## src/rtl/imem_load_pkg.sv

```systemverilog
// Shared types and default sizing for the instruction-memory loader.
package imem_load_pkg;

    localparam int DEF_ADDR_W = 10;
    localparam int DEF_DATA_W = 32;

    typedef enum logic [1:0] {
        IDLE = 2'd0,
        LOAD = 2'd1,
        RUN  = 2'd2
    } state_t;

endpackage

```

## src/rtl/imem_port_mux.sv

```systemverilog
// Chooses who drives the single-port instruction memory: the loader during LOAD,
// the CPU fetch port during RUN, nobody while IDLE.
module imem_port_mux
    import imem_load_pkg::*;
#(
    parameter int ADDR_W = DEF_ADDR_W,
    parameter int DATA_W = DEF_DATA_W
) (
    input  state_t            i_state,
    input  logic              i_ldValid,
    input  logic [ADDR_W-1:0] i_tbAddr,
    input  logic [DATA_W-1:0] i_ldData,
    input  logic              i_cpuReq,
    input  logic [ADDR_W-1:0] i_cpuAddr,
    output logic              o_memEn,
    output logic              o_memWe,
    output logic [ADDR_W-1:0] o_memAddr,
    output logic [DATA_W-1:0] o_memWdata
);

    always_comb begin
        o_memEn    = 1'b0;
        o_memWe    = 1'b0;
        o_memAddr  = '0;
        o_memWdata = '0;
        case (i_state)
            LOAD: begin
                o_memEn    = i_ldValid;
                o_memWe    = i_ldValid;
                o_memAddr  = i_tbAddr;
                o_memWdata = i_ldData;
            end
            RUN: begin
                o_memEn   = i_cpuReq;
                o_memAddr = i_cpuAddr;
            end
            default: ;
        endcase
    end

endmodule

```

## src/rtl/imem_load_ctrl.sv

```systemverilog
// Instruction-memory program loader: streams load_len words into IMEM, then releases the CPU.
// Define IMEM_LOAD_CHECKSUM_EN to get a running sum of the loaded words on 'checksum'.
module imem_load_ctrl
    import imem_load_pkg::*;
#(
    parameter int ADDR_W = DEF_ADDR_W,
    parameter int DATA_W = DEF_DATA_W
) (
    input  logic              clk,
    input  logic              reset_n,
    input  logic              load_start,
    input  logic [ADDR_W:0]   load_len,
    input  logic              ld_valid,
    input  logic [DATA_W-1:0] ld_data,
    output logic              ld_ready,
    output logic [ADDR_W-1:0] tb_addr,
    input  logic              cpu_req,
    input  logic [ADDR_W-1:0] cpu_addr,
    output logic [DATA_W-1:0] cpu_rdata,
    output logic              cpu_rvalid,
    output logic              mem_en,
    output logic              mem_we,
    output logic [ADDR_W-1:0] mem_addr,
    output logic [DATA_W-1:0] mem_wdata,
    input  logic [DATA_W-1:0] mem_rdata,
    output logic              cpu_rst_n,
    output logic              busy,
    output logic              done,
    output logic              err,
    output logic [DATA_W-1:0] checksum
);

    localparam logic [ADDR_W:0] MAX_LEN = {1'b1, {ADDR_W{1'b0}}};

    state_t            r_state;
    state_t            w_nextState;
    logic [ADDR_W-1:0] r_addr;
    logic [ADDR_W-1:0] r_lastAddr;
    logic              r_err;
    logic              r_rvalid;
    logic              w_lenOk;
    logic              w_canStart;
    logic              w_startOk;
    logic              w_startBad;
    logic              w_accept;
    logic              w_lastWord;

    // A load request is only honoured outside LOAD; the length must fit the memory.
    assign w_lenOk    = (load_len != '0) && (load_len <= MAX_LEN);
    assign w_canStart = (r_state != LOAD);
    assign w_startOk  = load_start && w_lenOk && w_canStart;
    assign w_startBad = load_start && !w_lenOk && w_canStart;
    assign w_accept   = (r_state == LOAD) && ld_valid;
    assign w_lastWord = w_accept && (r_addr == r_lastAddr);

    always_comb begin
        w_nextState = r_state;
        case (r_state)
            IDLE:    if (w_startOk)  w_nextState = LOAD;
            LOAD:    if (w_lastWord) w_nextState = RUN;
            RUN:     if (w_startOk)  w_nextState = LOAD;
            default: w_nextState = IDLE;
        endcase
    end

    always_ff @(posedge clk or negedge reset_n) begin
        if (!reset_n) begin
            r_state <= IDLE;
        end else begin
            r_state <= w_nextState;
        end
    end

    // The address holds at the last written location so it only wraps on a reload.
    always_ff @(posedge clk or negedge reset_n) begin
        if (!reset_n) begin
            r_addr     <= '0;
            r_lastAddr <= '0;
        end else if (w_startOk) begin
            r_addr     <= '0;
            r_lastAddr <= ADDR_W'(load_len - (ADDR_W+1)'(1));
        end else if (w_accept && !w_lastWord) begin
            r_addr <= r_addr + ADDR_W'(1);
        end
    end

    always_ff @(posedge clk or negedge reset_n) begin
        if (!reset_n) begin
            r_err <= 1'b0;
        end else if (w_startOk) begin
            r_err <= 1'b0;
        end else if (w_startBad) begin
            r_err <= 1'b1;
        end
    end

    // A fetch issued in the same cycle as a reload never reports back to the CPU.
    always_ff @(posedge clk or negedge reset_n) begin
        if (!reset_n) begin
            r_rvalid <= 1'b0;
        end else begin
            r_rvalid <= (r_state == RUN) && cpu_req && !w_startOk;
        end
    end

`ifdef IMEM_LOAD_CHECKSUM_EN
    logic [DATA_W-1:0] r_checksum;

    always_ff @(posedge clk or negedge reset_n) begin
        if (!reset_n) begin
            r_checksum <= '0;
        end else if (w_startOk) begin
            r_checksum <= '0;
        end else if (w_accept) begin
            r_checksum <= r_checksum + ld_data;
        end
    end

    assign checksum = r_checksum;
`else
    assign checksum = '0;
`endif

    imem_port_mux #(
        .ADDR_W (ADDR_W),
        .DATA_W (DATA_W)
    ) u_portMux (
        .i_state    (r_state),
        .i_ldValid  (ld_valid),
        .i_tbAddr   (r_addr),
        .i_ldData   (ld_data),
        .i_cpuReq   (cpu_req),
        .i_cpuAddr  (cpu_addr),
        .o_memEn    (mem_en),
        .o_memWe    (mem_we),
        .o_memAddr  (mem_addr),
        .o_memWdata (mem_wdata)
    );

    assign ld_ready   = (r_state == LOAD);
    assign busy       = (r_state == LOAD);
    assign done       = (r_state == RUN);
    assign cpu_rst_n  = (r_state == RUN);
    assign tb_addr    = r_addr;
    assign err        = r_err;
    assign cpu_rvalid = r_rvalid;
    assign cpu_rdata  = mem_rdata;

endmodule

```

## config.mk

```make
export PLATFORM = sky130hd
export DESIGN_NAME = imem_load_ctrl
export DESIGN_NICKNAME = d
export VERILOG_FILES = /design/src/rtl/imem_load_pkg.sv /design/src/rtl/imem_port_mux.sv /design/src/rtl/imem_load_ctrl.sv
export SDC_FILE = /design/constraint.sdc
export NUM_CORES = 1
export LEC_CHECK = 0
export CAP_MARGIN = 20
export CORE_MARGIN = 2
export CORE_UTILIZATION = 32
export CTS_CLUSTER_DIAMETER = 200
export DETAILED_ROUTE_END_ITERATION = 8
export PLACE_DENSITY_LB_ADDON = 0.1
export SLEW_MARGIN = 20
export SYNTH_ARGS = -nofsm -noshare
export SYNTH_HDL_FRONTEND = slang
export SYNTH_HIERARCHICAL = 1
export SYNTH_SLANG_ARGS = --single-unit
```

## constraint.sdc

```tcl
create_clock -name clk -period 2.1 [get_ports clk]
set_input_delay 0.21 -clock clk [delete_from_list [all_inputs] [get_ports clk]]
set_output_delay 0.21 -clock clk [all_outputs]
set_load 0.01 [all_outputs]
```

==> impl_metrics.csv <==
group,metric,value,unit
outcome,status,"completed",
timing,timing.hold.ws,0.288,ns
timing,min_period_over_period,96.2,%
finish,final_common_cell,"clkdlybuf4s50_1",
power,p_leak,1.60,nW
clock_network,cts_made_buffers,3,
synth,ys_seq_area_share,25.6,%
worst_setup_path,reg2reg_from,"r_state[1]$_DFFE_PN0P_",
global_routing,grt_use_total,16.1,%
synth,synthDistinctLibCells,36,
drt,wire_per_inst,15.1,µm
clock_network,cts_tree,"yes",
global_routing,gr-total-overflow,0,
worst_setup_path,critPathSlowestCell,"clkdlybuf4s50_1",
worst_setup_path,worst-path-max-fanout,8,
synth,yosysWarnings,6,
die,die_w,89.6,µm
timing,hold_viol,0,
die,initial_utilization,32.6,%
clock_network,root_buffer,"clkbuf_8",
die,die_h,89.6,µm
placed_design,dp_cells,457,
power,switching_share,35.8,%
drt,via_per_inst,4.38,
placed_design,post-dp-hpwl,5670,µm
drt,wirelength,6990,µm
power,p_comb_share,58.9,%
power,p_seq_share,26.7,%
finish,register_area,602,µm²
placed_design,post_dp_cell_area,3340,µm²
power,intPower,0.00184,W
finish,multi_input_area,1240,µm²
placed_design,globalplace.congestion,0.753,
worst_setup_path,max_stage_delay,0.54,ns
finish,layout-drive-gt1-share,12.9,%
synth,synth_area_per_cell,8.77,µm²
drt,drc,0,
worst_setup_path,reg2reg_to,"tb_addr[5]$_DFFE_PN0P_",
global_routing,antenna_found_initial,1,
finish,antennaDiodeCount,0,
clock_network,cts-hold-fix-buffers,0,
timing,fin_worst_skew,0.00956,ns
placed_design,place.port_buffers,117,
job,cap_violations,0,
power,pwr_density_cell,822,nW/µm²
die,dieArea,8020,µm²
worst_setup_path,ff2ff_setup_slack,0.17,ns
timing,max_freq,0.495,GHz
clock_network,clockBufferDepth,2,
finish,design_area,3480,µm²
worst_setup_path,required,1.89,ns
finish,fin_util,48.5,%
global_routing,grt_max_degree,37,
finish,synthToLayoutAreaGrowth,48.6,%
timing,final-setup-viol-count,0,
clock_network,htreeDepth,1,
timing,finalMaxSlewViolations,0,
clock_network,clock_latency,0.27,ns
worst_setup_path,end_kind,"output pin",
worst_setup_path,worstPathArrival,1.81,ns
power,p_total,0.00286,W
clock_network,cts.clk_slew.worst_paths,0.10,ns
global_routing,grt_pass1_vias,1772,
worst_setup_path,start_kind,"flop",
drt,drt_iter0_drc,37,
finish,fin_nets,460,
synth,synth_seq_cells,24,
synth,syn_area,2340,µm²
worst_setup_path,worstSetupStartpoint,"r_state[1]$_DFFE_PN0P_",
timing,rsz0062_at_grt,"false",
hold_path,hold_path.class,"in -> async",
synth,syn-instance-count,267,
drt,antenna_left,0,
worst_setup_path,rr_worst_depth,7,
worst_setup_path,path_class,"reg -> out",
finish,mostFrequentLayoutCells,"101 x clkdlybuf4s50_1, 34 x and2_1, 32 x conb_1",
global_routing,grt_pass1_wl,9780,µm
worst_setup_path,path_cells,"inv_1 > ha_4 > buf_4 > and2_1 > clkdlybuf4s50_1",
clock_network,cts.sinks,24,
die,row_count,31,
finish,finalNonFillerCells,463,
drt,vias,2027,
timing,fin_crit,2.02,ns
power,clockPowerShare,14.4,%
die,core,7180,µm²
die,top_level_ports,214,
drt,first_pass_iters,4,
worst_setup_path,crit_path_end,"mem_wdata[7]",
power,max-vdd-ir-drop,0.267,mV
finish,fill_cells,712,
power,p_switching,0.00103,W
==> power groups by stage <==
stage | Clock, W | Combinational [W] | Sequential, W
floorplan | 0 | 0.000960 | 0.000774
global placement | 0 | 0.00167 | 0.000766
detailed placement | 0 | 0.00168 | 0.000770
CTS | 0.000420 | 0.00168 | 0.000759
global route | 0.000446 | 0.00184 | 0.000784
finish | 0.000413 | 0.00168 | 0.000764
==> cells in the mapped netlist <==
library cell	number	area [µm²]
buf_4	67	503
and2_1	34	213
dfrtp_1	24	601
nor2_1	19	71.3
xnor2_1	13	114
inv_1	10	37.5
a21oi_1	9	45.0
nand2_1	8	30.0
a22oi_2	7	87.6
xor2_1	7	61.3
ha_1	5	62.6
mux2_2	5	56.3
nand3_1	5	25.0
o21ai_0	5	25.0
a22oi_1	4	30.0
mux2_4	4	60.1
nand4_1	4	25.0
o31ai_1	4	30.0
or3_1	4	25.0
or4_1	4	30.0
buf_6	3	33.8
clkbuf_2	3	15.0
buf_8	2	30.0
mux2i_1	2	20.0
nand2b_1	2	12.5
nor3_1	2	10.0
nor3b_1	2	15.0
a211oi_1	1	7.51
a21o_1	1	7.51
and3_1	1	6.26
buf_2	1	5.00
clkbuf_1	1	3.75
conb_1	1	3.75
nor4_1	1	6.26
nor4_4	1	21.3
o31ai_2	1	12.5
==> worst min path at each step <==
stage	cells after the start	slack [ns]	end
after floorplan	0	-0.09	cpu_rvalid$_DFF_PN0_
after global placement	0	0.42	cpu_rdata[11]
after detailed placement	0	0.42	cpu_rdata[11]
after CTS	2	0.30	tb_addr[4]$_DFFE_PN0P_
after global routing	2	0.32	tb_addr[4]$_DFFE_PN0P_
final	2	0.29	tb_addr[4]$_DFFE_PN0P_
==> worst max-delay path: cells and delay by family, from the launching register on <==
kind	cells	cell delay [ns]
buffers and inverters	3	0.80
adder cells (fa/ha/maj)	1	0.18
AND/OR/NAND/NOR	1	0.14
flip-flops	1	0.42
==> kinds of logic (layout without fill, tap and decap cells) <==
logic type	count (synthesis)	count (layout)	synth area share (%)
other	1	32	0.160
muxes	11	11	5.82
buffers and inverters	87	153	26.8
DFF	24	24	25.6
xor gates and xnor gates	20	20	7.48
and+or+nand+nor	87	87	20.9
adders and majority gates	5	5	2.67
AOI/OAI and AO/OA	32	32	10.5
==> through the flow <==
| stage | worst slack, ns | setup TNS, ns |
|---|---|---|
| 2_1_floorplan | 0.332 | 0 |
| 3_3_place_gp | 0.0240 | 0 |
| 3_5_place_dp | -0.00937 | -0.0258 |
| 4_1_cts | 0.00364 | 0 |
| 5_1_grt | 0.000607 | 0 |
| 6_report | 0.0797 | 0 |
==> state kept, by name (all words and copies together) (netlist names) <==
name / cells
err: 1
cpu_rvalid: 1
r_state: 2
tb_addr: 10
r_lastAddr: 10
==> cell type report <==
class | count | area share [%]
Clock buffer | 3 | 1.19
Inverter | 10 | 1.08
Multi-Input combinational cell | 187 | 35.8
Clock inverter | 1 | 0.863
Timing Repair Buffer | 139 | 40.2
Sequential cell | 24 | 17.3
Tap cell | 99 | 3.56
==> metal layers <==
| metal | global-route usage, % | routed length, µm | share of wire (%) |
|---|---|---|---|
| met5 | 0 | 13 | 0.19 |
| met4 | 2.71 | 32 | 0.46 |
| met3 | 5.17 | 754 | 11 |
| met2 | 25.9 | 3160 | 45 |
| met1 | 21.5 | 3030 | 43 |
==> repair_timing <==
| action | CTS | global route |
|---|---|---|
| gates resized for setup | 8 | 13 |
| buffers inserted | 0 | 1 |
| gates cloned | 0 | 1 |
| endpoints found under the setup margin | 9 | 32 |
Note: power is estimated with default switching activity, not from simulation.
==> RTL change, RTL diff (same settings) <==
The 3 states of `state_t` get a one-hot encoding in 3 bits.
--- a/src/rtl/imem_load_pkg.sv
+++ b/src/rtl/imem_load_pkg.sv
@@ -4,10 +4,10 @@
     localparam int DEF_ADDR_W = 10;
     localparam int DEF_DATA_W = 32;
 
-    typedef enum logic [1:0] {
-        IDLE = 2'd0,
-        LOAD = 2'd1,
-        RUN  = 2'd2
+    typedef enum logic [2:0] {
+        IDLE = 3'b001,
+        LOAD = 3'b010,
+        RUN  = 3'b100
     } state_t;
 
 endpackage
Formal check against the unedited RTL: same outputs for any inputs over 10 cycles, from zero or initial values and one cycle with reset_n low; not proved beyond that.
==> RTL change against the original RTL <==
- routed wire length grew 3.7%
- utilization grew 1.4 points
- critical path depth shrank 1
- sequential cell count grew 1
- first-iteration DRC count grew 76%
- area after synthesis grew 1.9%
- final area grew 4.0%
- global-route usage grew 0.42 points
- cell count grew 6.9%
- worst setup slack lost 0.015 ns
- critical endpoint is now mem_wdata[16]
Power is not compared: it rests on default switching activity, and its combinational part moved more than twofold at a synthesized area within 25%.
==> RTL change: results (changes against the original RTL) <==
GRT Util Overall=16.5% (was 16.1%); global placement routability congestion=0.730 (was 0.753); Vias=2154 (was 2027); vias in the first global route=1939 (was 1772); layout cells sized above 1=12.7% (was 12.9%); CP top delay family=buffers and inverters (unchanged); fillers=744 (was 712); R2R setup slack=0.21 ns (was 0.17 ns); crit path launch=r_state[2]$_DFFE_PN0P_ (was r_state[1]$_DFFE_PN0P_); mux cell area share after synthesis=1.26% (was 5.82%); DR iter-0 viols=65 (was 37); num sequential=25 (was 24); largest net degree at the start of global routing=33 (was 37); Layout Nets=489 (was 460); Critical Path End=mem_wdata[16] (was mem_wdata[7]); clk tree area frac=1.28% (was 2.05%); register area=629 um^2 (was 602 um^2); XOR/XNOR Fraction of Synth Area=6.97% (was 7.48%); CP arrival=1.83 ns (was 1.81 ns); first-pass GRT wire length=10.9 mm (was 9.78 mm); NonClk Buf Share=41.0% (was 40.2%); # diodes=1 (was 0); Post-synth top cells=66 x buf_4, 33 x and2_1, 32 x nand2_1 (was 67 x buf_4, 34 x and2_1, 24 x dfrtp_1); post_cts resized=16 (was 8); complex-gate fraction of the synthesized area=11.4% (was 10.5%); multi-input gate count=202 (was 187); DP HPWL=5.78 mm (was 5.67 mm); Non-CTS buffers=149 (was 139); area share of the largest cell type after synthesis=25.2% (was 25.6%); clock skew=0.00731 ns (was 0.00956 ns); htree depth=1 (unchanged); Crit Path Max Fanout=32 (was 8); largest cells by area after synthesis=dfrtp_1 25%, buf_4 21%, and2_1 8.7% (was dfrtp_1 26%, buf_4 21%, and2_1 9.1%); Hold/Removal Path Class=in -> async (unchanged); R2R depth=6 (was 7); Hold Worst Slack=0.281 ns (was 0.288 ns); share of the yosys chip area belonging to registers=26.3% (was 25.6%); Leak=1.98 nW; Synth Area in Adders=1.57% (was 2.67%); Non-clk invs=15 (was 10); multi-input logic area=1280 um^2 (was 1240 um^2); Worst R2R End=tb_addr[4]$_DFFE_PN0P_ (was tb_addr[5]$_DFFE_PN0P_); status=finished clean (unchanged); Yosys cell types=42 (was 36); Routed WL=7.25 mm (was 6.99 mm)
[RTL change: cell count changes in the layout (fill, tap and decap cells not counted), moves of 7 or more]
cell,unedited run,this run
dlymetal6s2s_1,10,29
nand2_1,8,32
nor2_1,19,10
buf_4,18,31
clkdlybuf4s50_1,101,77
o32ai_1,0,10
a22oi_2,7,0
[RTL change: metal layers]
layer | vias up | track usage (%) | part of all wire (%)
met5 | - | 0 | 0
met4 | 0 | 4.23 | 0.90
met3 | 8 | 5.34 | 8.2
met2 | 98 | 25.7 | 46
met1 | 957 | 22.3 | 45
li1 | 1091 | - | -
[RTL change: metrics by stage]
stage	total power [mW]	cells	setup WS (ns)	TNS, ns	area (um^2)
6_report	1.26	495	0.0649	0	3620
5_1_grt	1.33	494	-0.00451	-0.00669	3610
4_1_cts	1.27	490	0.00299	0	3510
3_5_place_dp	0.970	486	-0.00340	-0.00340	3460
3_3_place_gp	0.967	486	0.0326	0	3460
2_1_floorplan	0.850	320	0.347	0	2500
